===== src/rtl/digit_scan_sequencer.sv =====
// digit_scan_sequencer
// Drives the A/B/En inputs of an active-low 2-to-4 anode decoder for a
// 4-digit display. A prescaler sets the length of each digit slot. The slot
// index steps 0..3, and the nibble for the selected digit is presented to
// the segment encoder. New display words arrive over a valid/ready
// handshake. They are held in a pending register and committed only at the
// 3->0 wrap, so a frame never mixes old and new digits.
//
// Optional build macro: GUARD_BAND_EN
//   When defined, Sel_En is held high (anodes off) for the first GUARD
//   cycles of every slot. This gives anti-ghosting dead time.
//   When undefined, Sel_En follows only the leading-zero blanking rule.
//
// All outputs are registered. Each output register is loaded from the
// next-state values, so Sel_A/Sel_B/Nibble change on the cycle after the
// prescaler tick. They stay aligned with the internal slot index.

module digit_scan_sequencer #(
    parameter int unsigned PRESCALE = 32'd100000,
    parameter int unsigned CW       = 32'd20,
    parameter int unsigned GUARD    = 32'd16
) (
    input  logic        Clk,
    input  logic        Rst_n,
    input  logic [15:0] Value_in,
    input  logic        Load_valid,
    output logic        Load_ready,
    input  logic        Blank_lz,
    output logic        Sel_A,
    output logic        Sel_B,
    output logic        Sel_En,
    output logic [3:0]  Nibble,
    output logic        Frame_done
);

    localparam logic [CW-1:0] TICK_VAL = CW'(PRESCALE - 32'd1);

    // Select the nibble of the display word addressed by the slot index.
    function automatic logic [3:0] nibble_sel(input logic [15:0] word,
                                              input logic [1:0]  idx);
        logic [3:0] nib;
        case (idx)
            2'd0:    nib = word[3:0];
            2'd1:    nib = word[7:4];
            2'd2:    nib = word[11:8];
            2'd3:    nib = word[15:12];
            default: nib = 4'h0;
        endcase
        return nib;
    endfunction

    // A digit is a leading zero when it and every higher digit are zero.
    // Digit 0 is never treated as a leading zero, so a value of 0 still
    // shows a single '0'.
    function automatic logic leading_zero(input logic [15:0] word,
                                          input logic [1:0]  idx);
        logic lz;
        case (idx)
            2'd0:    lz = 1'b0;
            2'd1:    lz = (word[15:4]  == 12'h000);
            2'd2:    lz = (word[15:8]  == 8'h00);
            2'd3:    lz = (word[15:12] == 4'h0);
            default: lz = 1'b0;
        endcase
        return lz;
    endfunction

    // State
    logic [CW-1:0] count_r;
    logic [1:0]    idx_r;
    logic [15:0]   display_r;
    logic [15:0]   pending_r;
    logic          pending_full_r;

    // Next state and events
    logic [CW-1:0] count_next_s;
    logic [1:0]    idx_next_s;
    logic [15:0]   display_next_s;
    logic [15:0]   pending_next_s;
    logic          pending_full_next_s;
    logic          tick_s;
    logic          wrap_s;
    logic          accept_s;
    logic          commit_s;

    // Values computed for the output registers
    logic          sel_a_s;
    logic          sel_b_s;
    logic          sel_en_s;
    logic [3:0]    nibble_s;
    logic          frame_done_s;
    logic          load_ready_s;
    logic          blank_s;
    logic          guard_s;

    // State register: prescaler, slot index, display and pending words.
    always_ff @(posedge Clk or negedge Rst_n) begin
        if (!Rst_n) begin
            count_r        <= '0;
            idx_r          <= 2'd0;
            display_r      <= 16'h0000;
            pending_r      <= 16'h0000;
            pending_full_r <= 1'b0;
        end else begin
            count_r        <= count_next_s;
            idx_r          <= idx_next_s;
            display_r      <= display_next_s;
            pending_r      <= pending_next_s;
            pending_full_r <= pending_full_next_s;
        end
    end

    // Next-state logic: prescaler wrap, slot stepping, accept and commit.
    always_comb begin
        tick_s              = (count_r == TICK_VAL);
        wrap_s              = tick_s && (idx_r == 2'd3);
        accept_s            = Load_valid && Load_ready;
        commit_s            = wrap_s && pending_full_r;
        count_next_s        = count_r;
        idx_next_s          = idx_r;
        display_next_s      = display_r;
        pending_next_s      = pending_r;
        pending_full_next_s = pending_full_r;

        if (tick_s) begin
            count_next_s = '0;
            idx_next_s   = idx_r + 2'd1;
        end else begin
            count_next_s = count_r + CW'(1);
            idx_next_s   = idx_r;
        end

        // Accept only happens while ready, and ready implies pending is
        // empty. An accept and a commit therefore never coincide. A word
        // accepted on the wrap tick waits for the following wrap.
        if (accept_s) begin
            pending_next_s      = Value_in;
            pending_full_next_s = 1'b1;
        end else if (commit_s) begin
            display_next_s      = pending_r;
            pending_next_s      = 16'h0000;
            pending_full_next_s = 1'b0;
        end else begin
            pending_next_s      = pending_r;
            pending_full_next_s = pending_full_r;
        end
    end

`ifdef GUARD_BAND_EN
    // Guard band: anodes stay off for the first GUARD cycles of each slot.
    always_comb begin
        guard_s = (count_next_s < CW'(GUARD));
    end
`else
    logic unused_guard_s;

    // Guard band disabled: the blanking rule alone controls the enable.
    always_comb begin
        guard_s        = 1'b0;
        unused_guard_s = ^GUARD;
    end
`endif

    // Output decode from the next state. Ready stays low through the
    // Frame_done cycle of a commit and returns on the cycle after it.
    always_comb begin
        sel_a_s      = idx_next_s[1];
        sel_b_s      = idx_next_s[0];
        nibble_s     = nibble_sel(display_next_s, idx_next_s);
        blank_s      = 1'b0;
        if (Blank_lz) begin
            blank_s = leading_zero(display_next_s, idx_next_s);
        end else begin
            blank_s = 1'b0;
        end
        sel_en_s     = blank_s || guard_s;
        frame_done_s = wrap_s;
        load_ready_s = !(pending_full_next_s || commit_s);
    end

    // Output registers.
    always_ff @(posedge Clk or negedge Rst_n) begin
        if (!Rst_n) begin
            Sel_A      <= 1'b0;
            Sel_B      <= 1'b0;
            Sel_En     <= 1'b1;
            Nibble     <= 4'h0;
            Frame_done <= 1'b0;
            Load_ready <= 1'b1;
        end else begin
            Sel_A      <= sel_a_s;
            Sel_B      <= sel_b_s;
            Sel_En     <= sel_en_s;
            Nibble     <= nibble_s;
            Frame_done <= frame_done_s;
            Load_ready <= load_ready_s;
        end
    end

endmodule


===== config.mk =====
export PLATFORM = sky130hd
export DESIGN_NAME = digit_scan_sequencer
export DESIGN_NICKNAME = d
export VERILOG_FILES = /design/src/rtl/digit_scan_sequencer.sv
export SDC_FILE = /design/constraint.sdc
export NUM_CORES = 1
export LEC_CHECK = 0
export ABC_AREA = 1
export ABC_CLOCK_PERIOD_IN_PS = 1840
export CORE_UTILIZATION = 30
export CTS_BUF_LIST = sky130_fd_sc_hd__clkbuf_4
export CTS_CLUSTER_SIZE = 28
export DETAILED_ROUTE_END_ITERATION = 6
export SKIP_LAST_GASP = 1
export SYNTH_ARGS = -nofsm -noshare
export SYNTH_HDL_FRONTEND = slang
export SYNTH_SLANG_ARGS = --single-unit

===== constraint.sdc =====
create_clock -name Clk -period 1.84 [get_ports Clk]
set_clock_uncertainty 0.15 [all_clocks]
set_input_delay 0.552 -clock Clk [delete_from_list [all_inputs] [get_ports Clk]]
set_output_delay 0.552 -clock Clk [all_outputs]
set_load 0.02 [all_outputs]

==> results by group, run 1 <==
Worst setup path
  • RR Endpoint: Sel_En
  • Worst r2r path cells: 13
  • CP most frequent cell: nand2_1
  • Crit path launch type: flop
  • CP Max Fanout: 6
  • CP arrival: 2.31 ns
  • CP Buf/Inv Count: 1
  • CP max stage cell: dfrtp_1
  • CP cell instances: ha_2 -> nand2_2 -> nor2_4 -> nand3_4 -> buf_6 -> nor3_4 -> nand4_1 -> nand2_2 -> nor2_1 -> nand2_1 -> nand2_1 -> nand2_1 -> nor2_2
  • Flop-to-flop setup slack: -0.26 ns
  • Crit path max-delay family: simple AND/OR/NAND/NOR gates
  • Crit path largest cell delay: 0.37 ns
  • WP data required: 2.04 ns
  • Worst r2r src: count_r[0]
  • Critical path class: reg -> reg
  • Setup crit end kind: flop

Clock tree
  • Clk_lat worst skew: 0.41 ns
  • CTS Buffer Depth: 2
  • CTS Sinks: 62
  • CTS root buffer: clkbuf_4
  • Clock transition at the registers of the reported paths: 0.12 ns
  • TritonCTS clock tree: built
  • Num CTS Buffers: 9
  • H-tree Lvls: 3

Synthesis
  • Ys flop type: dfrtp_1
  • EDFF count, synth: 0
  • Syn nets: 384
  • Synth top area share: 48.7%
  • Yosys top cell by area: dfrtp_1
  • Synthesized area per cell: 8.51 um2
  • Post-Synthesis Cell Area: 0.00308 mm2
  • Synth async-reset ratio: 100%
  • Sequential cell area fraction in the yosys report: 50.4%
  • Synth area leaders: dfrtp_1 (49%), nand2_1 (10%), inv_1 (6.0%)
  • #FFs+latches synth: 62
  • Library cells used by synthesis: 34
  • Yosys warning total: 0
  • Synth Instances: 362

Routing
  • DR vias/cell: 4.61
  • Detailed Route Iter0 Violations: 108
  • DRC: 0
  • Routed wire length: 8120 um
  • Routed wire per std cell: 13.0 um
  • Post-route ant nets: 0
  • TritonRoute pass-1 iters: 4
  • DR vias: 2882

STA
  • Unrepaired setup endpoints after global routing: true
  • Slew Limit Fails: 0
  • Worst slew pin tran: 0.354 ns
  • Max Clock Freq: 475 MHz
  • Rel. slew slack: 76.2%
  • Final worst slack: -0.264 ns
  • Final period util: 114%
  • Setup Viol. Count Final: 31
  • Final critical-path required period: 2.10 ns
  • Fin. Hold Viols: 0

Placed design
  • Post-DP HPWL: 5340 um
  • Count of input and output buffers: 28
  • GPL Wtd Cong: 0.853

Global routing
  • GRT overflow: 0
  • Initial antenna violation count: 0
  • First-pass GRT wire length: 13500 um
  • Number of global-route vias before repair: 3022
  • GRT Util Overall: 16.7%
  • Largest net degree at the start of global routing: 63

Final layout
  • Area Overhead vs Synth: 56.9%
  • Share of cells above drive strength 1: 44.5%
  • Area of the multi-input gates: 0.00163 mm2
  • Ant diodes: 0
  • Storage cell area: 0.00155 mm2
  • Final nets: 509
  • Number of fill cells: 897
  • Final design utilization: 49.0%

Status
  • Status: complete, but fails checks
  • Violated checks: negative setup slack

Hold path
  • Worst min-delay path class: reg -> reg
  • Hold path depth: 2
  • Hold EP: display_r[3]
  • Hold Crit Start: display_r[3]

Floorplanning
  • Core area: 0.00986 mm2
  • # IOs: 29
  • Starting Density: 31.2%
  • Horiz. Die Dim: 103 um
  • Die area: 0.0107 mm2
  • Rows: 36
  • Die Height: 103 um

Pwr
  • Pwr Density: 538 mW/mm2
  • Leakage power: 2.36 nW
  • Pwr Total: 2.60 mW
  • Maximum VDD drop: 0.422 mV

Flow run
  • Max-cap violations: 0
[stage by stage]
step / setup slack (ns) / hold WS [ns] / std cells / area (um2) / setup TNS [ns]
floorplan: -0.0651 / 0.106 / 362 / 3090 / -0.206
global placement: -0.369 / 0.304 / 576 / 3970 / -5.85
detailed placement: -0.402 / 0.306 / 576 / 3970 / -6.80
CTS: -0.217 / 0.341 / 611 / 4520 / -2.70
global route: -0.429 / 0.393 / 625 / 4830 / -7.94
finish: -0.264 / 0.343 / 625 / 4830 / -4.20
[power breakdown]
part	total [mW]	internal [mW]	leakage (nW)	switching, mW
Clock	1.10	0.554	0.0861	0.545
Combinational	0.112	0.0557	1.48	0.0565
Sequential	1.39	1.38	0.791	0.00858
[cells by family (layout without fill, tap and decap cells)]
logic type	after synthesis	count (layout)	share of synthesized area, %
compound gates	39	39	7.88
xor+xnor	3	3	1.46
fa+ha+maj	2	2	0.812
buf+inv	68	196	8.69
flops	62	62	50.4
simple gates	188	190	30.7
[metal layers]
metal,wire (um),track usage [%]
met1,3300,19.0
met3,252,3.76
met5,0,0
met2,4300,30.3
met4,259,6.93
[Yosys cell counts (7+ instances only)]
cell,number
nand2_1,83
dfrtp_1,60
inv_1,49
nand3_1,34
nor2_1,25
nand4_1,14
inv_2,11
o21ai_1,11
a21oi_1,9
nor2_2,7
nor3_1,7
[registers in the layout, indices dropped and copies added, names as in the netlist]
signal          flops
Load_ready          1
display_r          16
count_r            20
idx_r               1
Nibble              4
pending_r          16
Sel_En              1
Sel_A               1
Frame_done          1
pending_full_r      1
[worst min-delay path: stages (launching register included)]
cell	delay, ns
dfrtp_1	0.35
nand2_1	0.06
o21ai_2	0.06
[layout by cell type, fill, tap and decap left out, types with 4 or more instances in the layout]
master           count
buf_12               6
dfrtp_1             60
nor2_2               6
clkdlybuf4s50_1     18
o21ai_0              5
nand2_2             17
inv_2               16
o21ai_2             14
inv_1               44
buf_4               73
a21oi_1              9
nor2_4              12
nand3_1             25
nand4_1             14
buf_6               13
nand3_2              8
nand2_1             65
nor3_2               4
clkbuf_4             9
nand2_4              5
nor2_1              18
[timing repair]
action,4_1_cts,5_1_grt
endpoints found under the hold margin,56,0
hold buffers,1,0
pin swaps,21,24
setup endpoints to repair,40,51
cloned,2,0
resized for setup,78,48
buffers inserted,17,15
[final cells by class]
class,count,area share (%)
Clock buffer,9,1.40
Clock inverter,7,2.05
Inverter,60,4.66
Multi-Input combinational cell,234,33.8
Sequential cell,62,32.2
Tap cell,133,3.44
Timing Repair Buffer,120,22.5
[worst max path at each step]
stage               slack, ns  cells past startpoint           to       start
floorplan               -0.07                     12  count_r[18]  count_r[0]
global placement        -0.37                      8    Nibble[2]  Load_valid
detailed placement      -0.40                      8    Nibble[2]  Load_valid
CTS                     -0.22                     13       Sel_En  count_r[1]
global route            -0.43                     13       Sel_En  count_r[1]
finish                  -0.26                     13       Sel_En  count_r[0]
Power figures use the tool's default switching activity.
==> run 2: changes to the inputs <==
Settings changed: TNS_END_PERCENT set to 1.
==> results by group, run 2 (synthesized netlist as in run 1, its figures left out) <==
Status
  • Status: complete, but fails checks
  • Violated checks: negative setup slack

STA
  • Final period util: 112%
  • Max Clock Freq: 485 MHz
  • Final critical-path required period: 2.06 ns
  • Hold WS: 0.343 ns
  • Rel. slew slack: 68.5%
  • Fin. Hold Viols: 0
  • Worst slew pin tran: 0.469 ns
  • Slew Limit Fails: 0
  • Unrepaired setup endpoints after global routing: true
  • Final worst slack: -0.223 ns
  • Setup Viol. Count Final: 32

Pwr
  • Pwr Density: 597 mW/mm2
  • Gate power share: 4.2%
  • Sw Share: 25.4%
  • Switching pwr: 633 uW
  • Maximum VDD drop: 0.364 mV
  • Flop pwr share: 55.7%
  • Clk pwr share: 40.1%
  • Cell Int Power: 1.86 mW
  • Leakage power: 2.07 nW

Worst setup path
  • Setup crit end kind: flop
  • WP data required: 2.01 ns
  • CP Buf/Inv Count: 1
  • Crit path launch type: flop
  • Critical path class: reg -> reg
  • CP Max Fanout: 6
  • CP max stage cell: dfrtp_1
  • CP cell instances: ha_2 -> nand2_2 -> nor2_4 -> nand3_4 -> buf_12 -> nor3_4 -> nand4_1 -> nand2_1 -> nand2_1 -> o2111ai_1
  • CP arrival: 2.24 ns
  • Crit path max-delay family: simple AND/OR/NAND/NOR gates
  • CP most frequent cell: nand2_1
  • Crit path largest cell delay: 0.36 ns

Clock tree
  • TritonCTS clock tree: built
  • Clock transition at the registers of the reported paths: 0.13 ns
  • CTS root buffer: clkbuf_4
  • CTS Sinks: 62
  • H-tree Lvls: 3
  • CTS Buffer Depth: 2
  • Num CTS Buffers: 9
  • Clk_lat worst skew: 0.41 ns

Flow run
  • Max-cap violations: 0

Final layout
  • Area Overhead vs Synth: 35.7%
  • Biggest register: count_r
  • Top flop regs: count_r (20), display_r (16), pending_r (16)
  • Final nets: 481
  • Max FFs per register: 20
  • Share of cells above drive strength 1: 29.1%
  • Final design utilization: 42.4%
  • Commonest non-fill, non-tap cell in the layout: nand2_1
  • Ant diodes: 0
  • Commonest non-fill, non-tap cells in the layout: nand2_1 (80), buf_4 (62), dfrtp_1 (60), inv_1 (49), nand3_1 (33)

Routing
  • DRC: 0
  • TritonRoute pass-1 iters: 4
  • Routed wire length: 7270 um
  • Post-route ant nets: 0
  • Detailed Route Iter0 Violations: 70
  • DR vias/cell: 4.45
  • DR vias: 2659
  • Routed wire per std cell: 12.2 um

Placed design
  • Count of input and output buffers: 28
  • Post-DP HPWL: 5340 um
  • GPL Wtd Cong: 0.828

Global routing
  • Number of global-route vias before repair: 2677
  • GRT overflow: 0
  • Initial antenna violation count: 0
  • First-pass GRT wire length: 12400 um
  • GRT Util Overall: 15.4%
  • Largest net degree at the start of global routing: 63

Floorplanning
  • Die Height: 103 um
  • # IOs: 29
  • Horiz. Die Dim: 103 um
  • Die area: 0.0107 mm2
  • Rows: 36
  • Starting Density: 31.2%
  • Core area: 0.00986 mm2

Hold path
  • Worst min-delay path class: reg -> reg
## run 2: cell types whose count changed in the layout (fill, tap and decap cells not counted), moves of 7 or more
cell	change
dlygate4sd2_1	+8
o21ai_1	+11
nor2_4	-8
nand2_2	-8
buf_4	-11
nand3_1	+8
buf_6	-13
nand3_2	-7
nand2_1	+15
o21ai_2	-8
## run 2: worst reg2reg max path, cell delays in order, from the launching register on
cell and delay [ns]:
dfrtp_1 0.36, ha_2 0.19, nand2_2 0.08, nor2_4 0.15, nand3_4 0.14, buf_12 0.16
nor3_4 0.26, nand4_1 0.17, nand2_1 0.13, nand2_1 0.07, o2111ai_1 0.14
## run 2: repair_timing
| action | 4_1_cts | 5_1_grt |
|---|---|---|
| buffers inserted | 2 | 2 |
| resized for setup | 12 | 4 |
| pin swaps | 7 | 6 |
| hold buffers | 1 | 0 |
| hold endpoints to repair | 55 | 0 |
| setup endpoints to repair | 46 | 55 |
## run 2: final cells by class
type	count	area, um2
Timing Repair Buffer	94	801
Clock inverter	7	81.3
Inverter	60	225
Tap cell	133	166
Multi-Input combinational cell	232	1280
Sequential cell	62	1550
Fill cell	978	5690
Clock buffer	9	67.6
## run 2: path summary, 6_finish.rpt
check	startpoint	endpoint	slack (ns)	cells after the start
worst max-delay path	count_r[1]	Nibble[2]	-0.22	10
worst min-delay path	display_r[2]	display_r[2]	0.34	2
worst max register to register	count_r[1]	Nibble[2]	-0.22	10
worst min register to register	display_r[2]	display_r[2]	0.34	2
max in group asynchronous	Rst_n	Sel_En	0.67	3
min in group asynchronous	Rst_n	count_r[8]	0.53	3
## run 2: layer usage
| metal | vias up | wire length (um) | track usage [%] |
|---|---|---|---|
| li1 | 1355 | - | - |
| met1 | 1252 | 3410 | 19.3 |
| met2 | 46 | 3550 | 26.5 |
| met3 | 6 | 243 | 4.37 |
| met4 | 0 | 68 | 3.03 |
| met5 | - | 0 | 0 |
## run 2: stage by stage
step | power [mW] | setup WS, ns | area (um2) | TNS, ns | instances
CTS | 2.53 | -0.228 | 4150 | -3.44 | 595
global route | 2.61 | -0.392 | 4180 | -8.74 | 597
detailed placement | 1.52 | -0.348 | 3980 | -6.39 | 576
floorplan | 1.44 | -0.0827 | 3080 | -0.862 | 362
finish | 2.49 | -0.223 | 4180 | -2.22 | 597
global placement | 1.52 | -0.328 | 3980 | -5.33 | 576
## run 2: power by group through the flow
stage,Combinational (mW),Clock (mW),Sequential (mW)
3_3_place_gp,0.104,0,1.41
5_1_grt,0.119,1.10,1.39
4_1_cts,0.109,1.04,1.39
6_report,0.105,1.00,1.39
2_1_floorplan,0.0250,0,1.41
3_5_place_dp,0.107,0,1.41
